<file path="config.mk">
export PLATFORM = sky130hd
export DESIGN_NAME = seg7_scan_decoder
export DESIGN_NICKNAME = d
export VERILOG_FILES = /design/src/rtl/seg7_pkg.sv /design/src/rtl/seg7_to_bin.sv /design/src/rtl/seg7_scan_decoder.sv
export SDC_FILE = /design/constraint.sdc
export NUM_CORES = 1
export LEC_CHECK = 0
export CAP_MARGIN = 25
export CORE_UTILIZATION = 52
export CTS_BUF_LIST = sky130_fd_sc_hd__clkbuf_16
export CTS_CLUSTER_SIZE = 28
export DETAILED_ROUTE_END_ITERATION = 8
export DONT_BUFFER_PORTS = 1
export GPL_ROUTABILITY_DRIVEN = 0
export PLACE_DENSITY_LB_ADDON = 0.15
export SYNTH_ARGS = -nofsm -noshare
export SYNTH_HDL_FRONTEND = slang
export SYNTH_SLANG_ARGS = --single-unit
</file>
<file path="constraint.sdc">
create_clock -name clk -period 2.79 [get_ports clk]
set_clock_uncertainty 0.05 [all_clocks]
set_input_delay 0.4185 -clock clk [delete_from_list [all_inputs] [get_ports clk]]
set_output_delay 0.4185 -clock clk [all_outputs]
set_load 0.02 [all_outputs]
</file>
<file path="src/rtl/seg7_pkg.sv">
// Shared 7-segment code table and decoder state encoding.
// Both the hex encoder and seg7_scan_decoder import this table.
package seg7_pkg;

  // Segment order is {a,b,c,d,e,f,g}. A segment is lit when its bit is 0.
  localparam logic [6:0] SEG7_HEX_0 = 7'b0000001;
  localparam logic [6:0] SEG7_HEX_1 = 7'b1001111;
  localparam logic [6:0] SEG7_HEX_2 = 7'b0010010;
  localparam logic [6:0] SEG7_HEX_3 = 7'b0000110;
  localparam logic [6:0] SEG7_HEX_4 = 7'b1001100;
  localparam logic [6:0] SEG7_HEX_5 = 7'b0100100;
  localparam logic [6:0] SEG7_HEX_6 = 7'b0100000;
  localparam logic [6:0] SEG7_HEX_7 = 7'b0001111;
  localparam logic [6:0] SEG7_HEX_8 = 7'b0000000;
  localparam logic [6:0] SEG7_HEX_9 = 7'b0000100;
  localparam logic [6:0] SEG7_HEX_A = 7'b0001000;
  localparam logic [6:0] SEG7_HEX_B = 7'b1100000;
  localparam logic [6:0] SEG7_HEX_C = 7'b0110001;
  localparam logic [6:0] SEG7_HEX_D = 7'b1000010;
  localparam logic [6:0] SEG7_HEX_E = 7'b0110000;
  localparam logic [6:0] SEG7_HEX_F = 7'b0111000;
  localparam logic [6:0] SEG7_BLANK = 7'b1111111;

  typedef enum logic [1:0] {
    IDLE  = 2'd0,
    TRACK = 2'd1,
    HOLD  = 2'd2
  } seg7_state_e;

  typedef struct packed {
    logic       hit;
    logic [3:0] nib;
  } seg7_dec_t;

endpackage

</file>
<file path="src/rtl/seg7_to_bin.sv">
// Combinational reverse lookup: active-low segment pattern to {hit, nibble}.
module seg7_to_bin
  import seg7_pkg::*;
(
  input  logic [6:0] seg_n,
  output seg7_dec_t  dec
);

  always_comb begin
    dec.hit = 1'b1;
    dec.nib = 4'h0;
    case (seg_n)
      SEG7_HEX_0: dec.nib = 4'h0;
      SEG7_HEX_1: dec.nib = 4'h1;
      SEG7_HEX_2: dec.nib = 4'h2;
      SEG7_HEX_3: dec.nib = 4'h3;
      SEG7_HEX_4: dec.nib = 4'h4;
      SEG7_HEX_5: dec.nib = 4'h5;
      SEG7_HEX_6: dec.nib = 4'h6;
      SEG7_HEX_7: dec.nib = 4'h7;
      SEG7_HEX_8: dec.nib = 4'h8;
      SEG7_HEX_9: dec.nib = 4'h9;
      SEG7_HEX_A: dec.nib = 4'hA;
      SEG7_HEX_B: dec.nib = 4'hB;
      SEG7_HEX_C: dec.nib = 4'hC;
      SEG7_HEX_D: dec.nib = 4'hD;
      SEG7_HEX_E: dec.nib = 4'hE;
      SEG7_HEX_F: dec.nib = 4'hF;
      default:    dec.hit = 1'b0;
    endcase
  end

endmodule

</file>
<file path="src/rtl/seg7_scan_decoder.sv">
// Samples a multiplexed active-low 7-segment bus and stores each stable digit.
// Optional SEG7_BLANK_DETECT_EN: all-off pattern clears a digit instead of flagging err.
module seg7_scan_decoder
  import seg7_pkg::*;
#(
  parameter  int NUM_DIGITS    = 4,
  parameter  int STABLE_CYCLES = 4,
  localparam int IW = (NUM_DIGITS > 1) ? $clog2(NUM_DIGITS) : 1,
  localparam int CW = $clog2(STABLE_CYCLES)
) (
  input  logic                    clk,
  input  logic                    rst_n,
  input  logic [6:0]              seg_n,
  input  logic [NUM_DIGITS-1:0]   an_n,
  output logic [4*NUM_DIGITS-1:0] digits,
  output logic [NUM_DIGITS-1:0]   digit_valid,
  output logic                    upd,
  output logic [IW-1:0]           upd_idx,
  output logic                    err
);

  localparam logic [CW-1:0] CNT_MAX = CW'(STABLE_CYCLES - 1);

  seg7_state_e                   state;
  logic [NUM_DIGITS+6:0]         smp;
  logic [CW-1:0]                 cnt, cnt_nxt;
  logic [NUM_DIGITS-1:0][3:0]    dig;
  logic [NUM_DIGITS-1:0]         vld;

  logic [NUM_DIGITS+6:0]         cur;
  logic [NUM_DIGITS-1:0]         sel;
  logic                          same, onehot, blank;
  logic [IW-1:0]                 idx;
  seg7_dec_t                     dec;

  assign cur    = {an_n, seg_n};
  assign same   = (cur == smp);
  assign sel    = ~an_n;
  assign onehot = (sel != '0) && ((sel & (sel - 1'b1)) == '0);

  // Count of consecutive repeats of the incoming sample, saturating.
  always_comb begin
    cnt_nxt = '0;
    if (same) cnt_nxt = (cnt == CNT_MAX) ? cnt : cnt + 1'b1;
  end

  always_comb begin
    idx = '0;
    for (int i = 0; i < NUM_DIGITS; i++)
      if (sel[i]) idx = IW'(i);
  end

`ifdef SEG7_BLANK_DETECT_EN
  assign blank = (seg_n == SEG7_BLANK);
`else
  assign blank = 1'b0;
`endif

  seg7_to_bin u_dec (
    .seg_n (seg_n),
    .dec   (dec)
  );

  // A commit lands on the edge whose sample makes the repeat count reach its max.
  always_ff @(posedge clk or negedge rst_n) begin
    if (!rst_n) begin
      state   <= IDLE;
      smp     <= '1;
      cnt     <= '0;
      dig     <= '0;
      vld     <= '0;
      upd     <= 1'b0;
      upd_idx <= '0;
      err     <= 1'b0;
    end else begin
      smp <= cur;
      cnt <= cnt_nxt;
      upd <= 1'b0;
      err <= 1'b0;
      case (state)
        IDLE: begin
          if (onehot) state <= TRACK;
        end
        TRACK: begin
          if (!onehot) begin
            state <= IDLE;
          end else if (cnt_nxt == CNT_MAX) begin
            state   <= HOLD;
            upd     <= 1'b1;
            upd_idx <= idx;
            if (dec.hit) begin
              dig[idx] <= dec.nib;
              vld[idx] <= 1'b1;
            end else if (blank) begin
              dig[idx] <= 4'h0;
              vld[idx] <= 1'b0;
            end else begin
              vld[idx] <= 1'b0;
              err      <= 1'b1;
            end
          end
        end
        HOLD: begin
          if (!same) state <= onehot ? TRACK : IDLE;
        end
        default: state <= IDLE;
      endcase
    end
  end

  assign digits      = dig;
  assign digit_valid = vld;

endmodule

</file>
==> impl_metrics.ini, run 1 <==
[yosys]
yosys.area.top_type = dfrtp_1
synth_commonest_cells = dfrtp_1, mux2_1, xnor2_1
avgSynthCellArea_sq_um = 11.5
synthCells = 176
yosysWarnings = 0
synth.area.top_cells = dfrtp_1, dfstp_2, mux2_1, a311oi_4, xnor2_1
ys.flop_type = dfrtp_1
yosys.cell_count.top_type = dfrtp_1
synth_seq_cells = 39
ys_types = 45
syn_area_sq_mm = 0.00202
ys_async_sr_fraction_pct = 100
syn-num-nets = 189
synth_top_area_share_pct = 34.7
synth_edf_count = 0
seq_area_frac_synth_pct = 49.0

[die]
start_util_pct = 54.8
core_region_area_sq_mm = 0.00369
rows = 22
die-width_um = 64.3
die-height_um = 64.3
ios = 37
dieArea_sq_mm = 0.00414

[pwr]
clkPwrFrac_pct = 48.8
p_sw_share_pct = 19.7
power_frac_seq_pct = 45.5
power_density_mw_per_mm2 = 580
switchingPower_mw = 0.254
p_int_mw = 1.03
vdd_drop_max_mv = 0.255
leakage_nw = 0.991
power_frac_comb_pct = 5.6

[sta]
min_period_ns = 2.52
fin_tns_setup_ns = 0
drv_slew = 0
finalHoldViolCount = 0
slew_headroom_pct = 58.1
grt_setup_unrepaired = false
fmax_ghz = 0.396
setup_viol = 0
tightest_slew_ns = 0.626
fin_crit_sh_pct = 90.4

[clock_tree]
cts_tree = yes
clk_path_buf_depth = 2
cts_buffers = 5
cts.sinks = 39
clkTransAtPathRegs_ns = 0.05
clk_latency_ns = 0.28
htreeDepth = 2
cts_setup_buffers = 0
clockRootBuffer = clkbuf_16

[global_routing]
grt-ovfl-total = 0
grtUsageTotal_pct = 21.4
grt_max_degree = 40
grt_pass1_vias = 1398
grt_pass1_wl_um = 6650
antenna_found_initial = 0

[critical_path]
path_cells = xnor2_1 -> nand4_1 -> or4_4 -> a311oi_4 -> mux2_1
cp.arrival_ns = 2.63
cpPeakStageDelay_ns = 0.68
worst-setup-path-type = flip-flop to flip-flop
path_max_fanout = 8
cp-end-kind = flip-flop
start_kind = flip-flop
crit_required_ns = 2.90
cp_slowest_cell = or4_4
rrSetupSlack_ns = 0.27

[detailed_routing]
ant_nets = 0
wirelength_um = 3840
avgRoutedWirePerCell_um = 17.1
vias = 1334
dr.pass1.iters = 4
post-route-drc-count = 0
viasPerCell = 5.96
drtIter0Drc = 91

[finish]
nets = 188
drive_gt1_share_pct = 16.5
area_delta_synth_final_pct = 9.91
stdcell_count = 224
diodes = 0

[place]
portBuffers = 0
place_inst = 214
dp_hpwl_um = 2720

[outcome]
run_status = completed

[flow_run]
maxCapViolCount = 0

[worst_hold_path]
min_path_type = input port to flip-flop
kinds of logic (layout without fill, tap and decap cells):
| logic type | after synthesis | count (layout) | synth area share, % |
|---|---|---|---|
| flops | 39 | 39 | 49.0 |
| compound gates | 32 | 32 | 14.2 |
| simple gates | 58 | 58 | 17.5 |
| mux | 16 | 16 | 8.92 |
| buf+inv | 17 | 17 | 4.33 |
| xor+xnor | 14 | 14 | 6.07 |
layout make-up:
| type | count | area (sq um) |
|---|---|---|
| Tap cell | 48 | 60.1 |
| Clock buffer | 5 | 125 |
| Fill cell | 310 | 1470 |
| Timing Repair Buffer | 3 | 37.5 |
| Multi-Input combinational cell | 120 | 947 |
| Sequential cell | 39 | 990 |
| Clock inverter | 3 | 38.8 |
| Inverter | 6 | 22.5 |
power groups by stage:
stage	Clock, mW	Sequential (mW)	Combinational [mW]
6_report	0.629	0.586	0.0723
4_1_cts	0.639	0.586	0.0733
2_1_floorplan	0	0.595	0.0691
3_5_place_dp	0	0.596	0.0575
5_1_grt	0.659	0.587	0.0806
3_3_place_gp	0	0.596	0.0558
what timing repair did:
action                                 4_1_cts  5_1_grt
setup endpoints to repair                    0        1
hold buffers                                 2        0
gates resized for setup                      0        1
endpoints found under the hold margin       39        0
per-stage QoR:
stage          setup WS (ns)  power, mW  instance area [sq um]  utilization (%)  hold slack (ns)
2_1_floorplan          0.344      0.664                   2020                -           0.0729
3_3_place_gp           0.157      0.651                   2020             54.9           0.0738
3_5_place_dp           0.104      0.653                   2020             54.9           0.0738
4_1_cts               0.0986       1.30                   2220             60.1           0.0776
5_1_grt                0.158       1.33                   2220             60.2           0.0753
6_report               0.267       1.29                   2220             60.2           0.0829
layer usage:
metal / wire (um) / GRT usage, % / up-vias
met5: 0 / 0 / -
met4: 76 / 10.6 / 0
met3: 177 / 5.36 / 7
met2: 1780 / 33.3 / 28
met1: 1800 / 27.8 / 662
li1: - / - / 637
worst max-delay path: cells and delay by family (launching register included):
family | cells | cell delay, ns
xor+xnor | 1 | 0.11
mux | 1 | 0.37
compound gates | 1 | 0.47
flops | 1 | 0.52
simple gates | 2 | 0.87
worst paths after layout:
check,end,cells after the start,start
max reg2reg,digits[5],5,smp[9]
min in group asynchronous,async pin,2,rst_n
min,smp[6],0,seg_n[6]
min reg2reg,cnt[0],1,cnt[0]
max in group asynchronous,smp[4],2,rst_n
max,digits[5],5,smp[9]
cells in the final DEF (no fill, tap or decap), drive strengths merged, types with 4 or more instances in the layout:
master / instances
nand3: 4
nor3: 5
inv: 6
xnor2: 12
nor3b: 4
dfstp: 11
clkbuf: 5
dfrtp: 28
mux2: 16
nand2b: 6
o21ai: 10
nand2: 9
a21oi: 5
nor2: 5
a311oi: 4
Note: power is estimated with default switching activity, not from simulation.
==> run 2, diff against run 1 <==
Settings changed: CTS_CLUSTER_SIZE 28 to 10.
==> results of run 2 <==
Same layout as run 1: the final DEF is identical, and so are final timing and power.
